[config.mk]
export PLATFORM = sky130hd
export DESIGN_NAME = riscv_crypto_fu_ssm3_pipe
export DESIGN_NICKNAME = d
export VERILOG_FILES = /design/src/rtl/riscv_crypto_pkg.sv /design/src/rtl/riscv_crypto_pipe_slice.sv /design/src/rtl/riscv_crypto_fu_ssm3_pipe.sv
export SDC_FILE = /design/constraint.sdc
export NUM_CORES = 1
export LEC_CHECK = 0
export BUFFER_PORTS_ARGS = -buffer_cell sky130_fd_sc_hd__buf_4
export CAP_MARGIN = 40
export CORE_MARGIN = 8
export CORE_UTILIZATION = 56
export CTS_CLUSTER_DIAMETER = 60
export DETAILED_ROUTE_END_ITERATION = 7
export PLACE_DENSITY = 0.92
export SLEW_MARGIN = 20
export SYNTH_ARGS = -nofsm -noshare
export SYNTH_HDL_FRONTEND = slang
export SYNTH_HIERARCHICAL = 1
export SYNTH_SLANG_ARGS = --single-unit
[constraint.sdc]
create_clock -name g_clk -period 2.19 [get_ports g_clk]
set_clock_uncertainty 0.15 [all_clocks]
set_input_delay 0.219 -clock g_clk [delete_from_list [all_inputs] [get_ports g_clk]]
set_output_delay 0.219 -clock g_clk [all_outputs]
set_load 0.005 [all_outputs]
[src/rtl/riscv_crypto_pkg.sv]
// Shared SSM3 helpers: rotate function, rotate amounts, legal parameter ranges.
// Used by riscv_crypto_fu_ssm3_pipe and riscv_crypto_pipe_slice.
package riscv_crypto_pkg;

    localparam int unsigned SSM3_W          = 32;
    localparam int unsigned XLEN_RV32       = 32;
    localparam int unsigned XLEN_RV64       = 64;
    localparam int unsigned PIPE_STAGES_MIN = 1;
    localparam int unsigned PIPE_STAGES_MAX = 4;

    localparam logic [4:0] SSM3_P0_ROT_A = 5'd9;
    localparam logic [4:0] SSM3_P0_ROT_B = 5'd17;
    localparam logic [4:0] SSM3_P1_ROT_A = 5'd15;
    localparam logic [4:0] SSM3_P1_ROT_B = 5'd23;

    typedef struct packed {
        logic p0;
        logic p1;
    } ssm3_op_t;

    function automatic logic [31:0] rol32(input logic [31:0] x, input logic [4:0] sh);
        return (x << sh) | (x >> (6'd32 - {1'b0, sh}));
    endfunction

    function automatic bit xlen_is_legal(input int unsigned xlen);
        return (xlen == XLEN_RV32) || (xlen == XLEN_RV64);
    endfunction

    function automatic bit pipe_stages_is_legal(input int unsigned n);
        return (n >= PIPE_STAGES_MIN) && (n <= PIPE_STAGES_MAX);
    endfunction

endpackage

[src/rtl/riscv_crypto_pipe_slice.sv]
// One elastic pipeline register: valid bit plus data/tag, with load, flush and
// synchronous active-low reset. Flush clears only the valid bit.
module riscv_crypto_pipe_slice
    import riscv_crypto_pkg::*;
#(
    parameter int unsigned DATA_W = SSM3_W,
    parameter int unsigned TAG_W  = 5
) (
    input  logic              clk_i,
    input  logic              rst_ni,
    input  logic              flush_i,
    input  logic              load_i,
    input  logic              valid_i,
    input  logic [DATA_W-1:0] data_i,
    input  logic [TAG_W-1:0]  tag_i,
    output logic              valid_o,
    output logic [DATA_W-1:0] data_o,
    output logic [TAG_W-1:0]  tag_o
);

    logic              valid_q, valid_d;
    logic [DATA_W-1:0] data_q, data_d;
    logic [TAG_W-1:0]  tag_q, tag_d;

    // Payload only changes when a valid item lands, keeping idle outputs quiet.
    always_comb begin
        valid_d = valid_q;
        data_d  = data_q;
        tag_d   = tag_q;
        if (flush_i) begin
            valid_d = 1'b0;
        end else if (load_i) begin
            valid_d = valid_i;
            if (valid_i) begin
                data_d = data_i;
                tag_d  = tag_i;
            end
        end
    end

    always_ff @(posedge clk_i) begin
        if (!rst_ni) begin
            valid_q <= 1'b0;
            data_q  <= '0;
            tag_q   <= '0;
        end else begin
            valid_q <= valid_d;
            data_q  <= data_d;
            tag_q   <= tag_d;
        end
    end

    assign valid_o = valid_q;
    assign data_o  = data_q;
    assign tag_o   = tag_q;

endmodule

[src/rtl/riscv_crypto_fu_ssm3_pipe.sv]
// Pipelined SM3 P0/P1 functional unit with valid/ready on both sides, flush and tag.
// Optional retire counter port perf_count enabled by RISCV_CRYPTO_FU_SSM3_PERF_EN.
module riscv_crypto_fu_ssm3_pipe
    import riscv_crypto_pkg::*;
#(
    parameter int unsigned XLEN        = 32,
    parameter int unsigned PIPE_STAGES = 2,
    parameter int unsigned TAG_W       = 5
) (
    input  logic             g_clk,
    input  logic             g_resetn,
    input  logic             flush,
    input  logic             in_valid,
    output logic             in_ready,
    input  logic [XLEN-1:0]  rs1,
    input  logic             op_ssm3_p0,
    input  logic             op_ssm3_p1,
    input  logic [TAG_W-1:0] in_tag,
    output logic             out_valid,
    input  logic             out_ready,
    output logic [XLEN-1:0]  rd,
    output logic [TAG_W-1:0] out_tag
`ifdef RISCV_CRYPTO_FU_SSM3_PERF_EN
    ,
    output logic [31:0]      perf_count
`endif
);

    localparam int unsigned LAST = PIPE_STAGES - 1;

    if (!xlen_is_legal(XLEN)) begin : g_bad_xlen
        $error("riscv_crypto_fu_ssm3_pipe: XLEN must be 32 or 64");
    end
    if (!pipe_stages_is_legal(PIPE_STAGES)) begin : g_bad_stages
        $error("riscv_crypto_fu_ssm3_pipe: PIPE_STAGES must be 1..4");
    end

    ssm3_op_t          op_c;
    logic [SSM3_W-1:0] x_c, p0_c, p1_c, res_c;
    logic              in_fire_c;

    logic              stg_valid [PIPE_STAGES];
    logic [SSM3_W-1:0] stg_data  [PIPE_STAGES];
    logic [TAG_W-1:0]  stg_tag   [PIPE_STAGES];

    // Permutations and op select, evaluated before stage 0.
    assign op_c  = '{p0: op_ssm3_p0, p1: op_ssm3_p1};
    assign x_c   = rs1[SSM3_W-1:0];
    assign p0_c  = x_c ^ rol32(x_c, SSM3_P0_ROT_A) ^ rol32(x_c, SSM3_P0_ROT_B);
    assign p1_c  = x_c ^ rol32(x_c, SSM3_P1_ROT_A) ^ rol32(x_c, SSM3_P1_ROT_B);
    assign res_c = ({SSM3_W{op_c.p0}} & p0_c) | ({SSM3_W{op_c.p1}} & p1_c);

    assign in_ready  = g_resetn & ~flush & g_stage[0].load_c;
    assign in_fire_c = in_valid & in_ready;

    // Each stage loads when empty or when its content can move downstream.
    for (genvar i = 0; i < PIPE_STAGES; i++) begin : g_stage
        logic              load_c;
        logic              valid_in_c;
        logic [SSM3_W-1:0] data_in_c;
        logic [TAG_W-1:0]  tag_in_c;

        if (i == 0) begin : g_src_in
            assign valid_in_c = in_fire_c;
            assign data_in_c  = res_c;
            assign tag_in_c   = in_tag;
        end else begin : g_src_prev
            assign valid_in_c = stg_valid[i-1];
            assign data_in_c  = stg_data[i-1];
            assign tag_in_c   = stg_tag[i-1];
        end

        if (i == LAST) begin : g_ld_last
            assign load_c = ~stg_valid[i] | out_ready;
        end else begin : g_ld_mid
            assign load_c = ~stg_valid[i] | g_stage[i+1].load_c;
        end

        riscv_crypto_pipe_slice #(
            .DATA_W (SSM3_W),
            .TAG_W  (TAG_W)
        ) u_slice (
            .clk_i   (g_clk),
            .rst_ni  (g_resetn),
            .flush_i (flush),
            .load_i  (load_c),
            .valid_i (valid_in_c),
            .data_i  (data_in_c),
            .tag_i   (tag_in_c),
            .valid_o (stg_valid[i]),
            .data_o  (stg_data[i]),
            .tag_o   (stg_tag[i])
        );
    end

    assign out_valid = stg_valid[LAST];
    assign out_tag   = stg_tag[LAST];

    // On RV64 the 32-bit result is sign-extended and the upper source half ignored.
    if (XLEN > SSM3_W) begin : g_sext
        logic unused_rs1_hi;
        assign unused_rs1_hi = ^rs1[XLEN-1:SSM3_W];
        assign rd = {{(XLEN - SSM3_W){stg_data[LAST][SSM3_W-1]}}, stg_data[LAST]};
    end else begin : g_nosext
        assign rd = stg_data[LAST];
    end

`ifdef RISCV_CRYPTO_FU_SSM3_PERF_EN
    logic [31:0] perf_q, perf_d;

    // Counts retirements; a flushed handshake is not a retirement.
    always_comb begin
        perf_d = perf_q;
        if (out_valid & out_ready & ~flush) begin
            perf_d = perf_q + 32'd1;
        end
    end

    always_ff @(posedge g_clk) begin
        if (!g_resetn) begin
            perf_q <= 32'd0;
        end else begin
            perf_q <= perf_d;
        end
    end

    assign perf_count = perf_q;
`endif

endmodule

=== After elaboration in Yosys (flattened, before gate mapping) ===
Index checks and enable logic that the tools add are counted.

* Word-level logic and storage cells: 29
* Register bits after elaboration: 76

* Reductions and logical operators: 3
* Bitwise logic cells: 20

{| class="wikitable"
|+ Operator list
! kind !! number
|-
| bitwise XOR 32 bit || 4
|-
| AND 32 bit || 2
|-
| OR 32 x 15 -> 32 bit || 1
|-
| OR 32 x 17 -> 32 bit || 1
|-
| OR 32 x 23 -> 32 bit || 1
|-
| OR 32 bit || 1
|-
| OR 32 x 9 -> 32 bit || 1
|-
| AND reduction 3 bit || 2
|-
| NOT 1 bit || 4
|-
| AND 1 bit || 3
|-
| OR 1 bit || 2
|-
| OR reduction 2 bit || 1
|}

=== Depth between registers and ports, before layout ===
* Word-level depth: 6
* Mapped depth: 7
* Gate-level depth less buffers: 5

=== By module ===
Netlist, hierarchy kept.

{| class="wikitable"
|+ By module, submodules not included
! module !! cells each !! area an instance (µm²) !! instances
|-
| riscv_crypto_pipe_slice || 164 || 1544.0 || 2
|-
| riscv_crypto_fu_ssm3_pipe || 164 || 1408.9 || 1
|}

=== Worst setup path before layout ===
No wires, ideal clock.

* Kind: register to register
* From: register g_stage[1].u_slice.valid_q
* To: register g_stage[0].u_slice.data_q[0]
* Setup slack: 497 ps
* Required time: 1922 ps
* Stages on the path, launching flop included: 8
* Path buffers: 2
* Data arrival time: 1425 ps
* Library setup time: 118 ps
* Path through: dfxtp_1 > nand3b_1 > and3b_1 > and2_1 > and3b_1 > buf_6 > buf_12 > mux2i_1

* Word-level cells in the longest chain between the ends: 6

{| class="wikitable"
|+ RTL lines
! element !! RTL line !! source
|-
| start: declaration || riscv_crypto_pipe_slice.sv:21 || <nowiki>logic valid_q, valid_d;</nowiki>
|-
| start signal: assignment || riscv_crypto_pipe_slice.sv:47 || <nowiki>valid_q <= valid_d;</nowiki>
|-
| NOT 1 bit || riscv_crypto_fu_ssm3_pipe.sv:74 || <nowiki>assign load_c = ~stg_valid[i] | out_ready;</nowiki>
|-
| OR 1 bit || riscv_crypto_fu_ssm3_pipe.sv:74 ||
|-
| OR 1 bit || riscv_crypto_fu_ssm3_pipe.sv:76 || <nowiki>assign load_c = ~stg_valid[i] | g_stage[i+1].load_c;</nowiki>
|-
| via g_stage[0].load_c || riscv_crypto_fu_ssm3_pipe.sv:58 || <nowiki>logic load_c;</nowiki>
|-
| AND 1 bit || riscv_crypto_fu_ssm3_pipe.sv:53 || <nowiki>assign in_ready = g_resetn & ~flush & g_stage[0].load_c;</nowiki>
|-
| via in_ready || riscv_crypto_fu_ssm3_pipe.sv:14 || <nowiki>output logic in_ready,</nowiki>
|-
| AND 1 bit || riscv_crypto_fu_ssm3_pipe.sv:54 || <nowiki>assign in_fire_c = in_valid & in_ready;</nowiki>
|-
| via g_stage[0].valid_in_c || riscv_crypto_fu_ssm3_pipe.sv:59 || <nowiki>logic valid_in_c;</nowiki>
|-
| AND reduction 3 bit (no source line) || -- ||
|-
| end signal: assignment || riscv_crypto_pipe_slice.sv:48 || <nowiki>data_q <= data_d;</nowiki>
|-
| end: declaration || riscv_crypto_pipe_slice.sv:22 || <nowiki>logic [DATA_W-1:0] data_q, data_d;</nowiki>
|}

The timed path passes the listed nets, and every way through them passes these cells.
A chain may end at the register's enable or synchronous reset.

=== Final worst setup path ===
* From: input port flush
* To: register g_stage[0].u_slice.data_q[20]

* Word-level cells in the longest chain between the ends: 5

{| class="wikitable"
|+ RTL lines
! element !! RTL line !! source
|-
| start: declaration || riscv_crypto_fu_ssm3_pipe.sv:12 || <nowiki>input logic flush,</nowiki>
|-
| NOT 1 bit (no source line) || -- ||
|-
| AND 1 bit (2 in a row) || riscv_crypto_fu_ssm3_pipe.sv:53 ||
|-
| AND 1 bit || riscv_crypto_fu_ssm3_pipe.sv:54 ||
|-
| via g_stage[0].valid_in_c || riscv_crypto_fu_ssm3_pipe.sv:59 ||
|-
| AND reduction 3 bit (no source line) || -- ||
|}

The timed path passes the listed nets, and every way through them passes these cells.

==> run summary <==
Post-Synth Adder-Cell Area: 0%
Drt via density: 5.31
Post-synthesis mux area share: 16.9%
Num rows: 32
Worst-Margin Slew: 0.681 ns
Mapped Nets: 536
Seq/Total Area, Yosys: 33.8%
Largest net degree at the start of global routing: 79
Static Leakage: 0.00200 µW
Placed cells: 632
Xor and xnor area share after synthesis: 20.9%
Die area: 11200 µm²
Io pins: 83
Initial antenna violation count: 0
FF-to-FF setup slack: 0.35 ns
Switching power: 844 µW
CP Data Arrival Time: 2.04 ns
Clk pwr share: 36.6%
Power Total: 3230 µW
Die W: 106 µm
Area Growth Syn to Fin: 16.9%
Worst hold slack: 0.195 ns
Overall routing resource usage: 18.7%
CTS tree: done
Endpoints failing setup: 0
# hold bufs at CTS: 6
Initial Utilization: 57.9%
Count of pins over their slew limit: 0
Vias: 3474
Yosys warnings: 6
CP max FO: 37
Synth Area per Inst: 9.14 µm²
Max-slew headroom: 54.6%
Max_cap viols: 0
Die Height: 106 µm
Slowest cell on the critical path: dlygate4sd3_1
Max Buffers Root-to-Sink: 2
Run status: finished clean
Clk_lat worst skew: 0.34 ns
Share of cells above drive strength 1: 21.2%
Synth Cell Area: 4500 µm²
Period minus WS final: 1.93 ns
Ant diodes: 0
Max incr delay on CP: 0.54 ns
Setup crit start kind: input port
Total Wirelength: 10200 µm
Setup_tns: 0 ns
First-pass GRT wire length: 17100 µm
Initial drt markers: 212
Post-synthesis compound-gate area fraction: 6.62%
P per Cell Area: 615 nW/µm²
Initial DRT Pass Iterations: 4
Final worst slack: 0.260 ns
Setup WS pre-CTS: 0.396 ns
Sw Ratio: 26.1%
GP Congestion: 0.900
Routed Antenna Nets: 0
Worst Path Buf+Inv: 3
Remaining DRCs: 0
Worst hold path class: in2reg
Fmax achieved: 0.518 GHz
Reg clk slew, reported paths: 0.08 ns
Post-DP HPWL: 7470 µm
Int Power: 2390 µW
Largest family of logic cells by synthesized area: XOR/XNOR gates
Filler cells: 609
Reg power frac: 43.5%
Non-filler cells in the finished layout: 654
Synth cell types: 22
Post-CTS Resized: 0
Post-layout net count: 591
Port Buffer Count: 82
RSZ-0062 raised after global routing: false
GRT Residual Overflow: 0
Critical path, cell by cell: dlygate4sd3_1 -> buf_4 -> and3b_1 -> and2_1 -> and3b_2 -> buf_12 -> mux2i_1
Critical path endpoint category: flop
Max VDD drop: 0.290 mV
Post-CTS setup buffers: 0
Synth Register Bits: 76
Mapped Cells: 492
Total clock sinks: 76
Fin crit share: 88.1%
Post-Synth Simple-Gate Area: 14.0%
EDFF count, synth: 0
Root Driver: clkbuf_8
Cts bufs inserted: 9
Ys flop type: dfxtp_1
CP delay by family, top: buffers and inverters
Mean routed wirelength per cell: 15.6 µm
CP Class: in2reg
Required time of the critical path: 2.30 ns
Final Hold Violating Endpoints: 0
Vias in the first global route: 3577
H-tree depth: 3
Async SR Flop Fraction: 0%
Total core area: 7770 µm²
Logic pwr share: 19.8%
-- metal layers --
layer	up-vias	wire length, µm	share of wire, %	GRT usage (%)
met5	-	0	0	0
met4	0	258	2.5	7.74
met3	22	515	5.0	4.69
met2	92	5160	51	32.5
met1	1646	4280	42	21.5
li1	1714	-	-	-
-- cell usage in the layout (no fill, tap or decap), drive strengths merged --
cell type / count
nor2b: 2
and3b: 3
clkinv: 1
dfxtp: 76
inv: 4
nor3b: 2
clkbuf: 10
and2: 1
bufinv: 2
mux2i: 76
o221ai: 2
clkinvlp: 3
dlygate4sd3: 6
xor2: 16
a22o: 30
a221oi: 2
nand2: 148
nand2b: 1
xnor2: 80
nand3b: 1
buf: 86
-- synth_stat cells, types with 3 or more instances --
| master | count | area share, % |
|---|---|---|
| buf_2 | 23 | 2.6 |
| a22o_1 | 30 | 5.8 |
| buf_6 | 3 | 0.75 |
| clkbuf_1 | 10 | 0.83 |
| mux2i_1 | 76 | 17 |
| xnor2_2 | 13 | 4.7 |
| inv_1 | 4 | 0.33 |
| buf_12 | 6 | 2.7 |
| xnor2_1 | 67 | 13 |
| nand2_1 | 148 | 12 |
| dfxtp_1 | 76 | 34 |
| clkbuf_2 | 4 | 0.45 |
| xor2_1 | 16 | 3.1 |
| and3b_1 | 3 | 0.58 |
-- power groups by stage --
stage	Clock (µW)	Combinational, µW	Sequential [µW]
CTS	1210	640	1410
global placement	0	609	1440
detailed placement	0	627	1440
global route	1280	698	1410
finish	1180	642	1410
floorplan	0	485	1440
-- through the flow --
stage	instance area, µm²	utilization, %
2_1_floorplan	4500	-
3_3_place_gp	4940	63.6
3_5_place_dp	4970	64.0
4_1_cts	5260	67.7
5_1_grt	5260	67.7
6_report	5260	67.7
-- flip-flops by register name, summed over array words and instances, names as in the netlist --
signal	cells
g_stage.u_slice/tag_o	10
g_stage.u_slice/data_o	64
g_stage.u_slice/valid_o	2
-- worst paths after layout --
check	startpoint	to	depth (start not counted)
max	flush	g_stage[0].u_slice/data_o[20]	7
min	in_valid	g_stage[0].u_slice/valid_o	4
max reg2reg	g_stage[1].u_slice/valid_o	g_stage[0].u_slice/data_o[20]	6
min reg2reg	g_stage[0].u_slice/tag_o[0]	g_stage[1].u_slice/tag_o[0]	2
-- worst reg2reg max path, delay by kind of cell (launching register included) --
kind	cells	cell delay, ns
buffers and inverters	1	0.27
DFF	1	0.34
muxes	1	0.28
and+or+nand+nor	4	0.72
-- kinds of logic (layout without fill, tap and decap cells) --
kind of cell,count (synthesis),after routing
compound gates,34,34
mux,76,76
flops,76,76
xor+xnor,96,96
buf+inv,52,112
simple gates,158,158
-- area by class of cell --
class / instances / area, µm² / share of cell area [%]
clock buffer: 10 / 138 / 2.62
tap: 102 / 128 / 2.43
multi-input combinational: 364 / 2630 / 50.0
timing repair buffer: 92 / 738 / 14.0
inverter: 4 / 15.0 / 0.286
clock inverter: 6 / 87.6 / 1.67
sequential: 76 / 1520 / 28.9
Power figures use the tool's default switching activity.
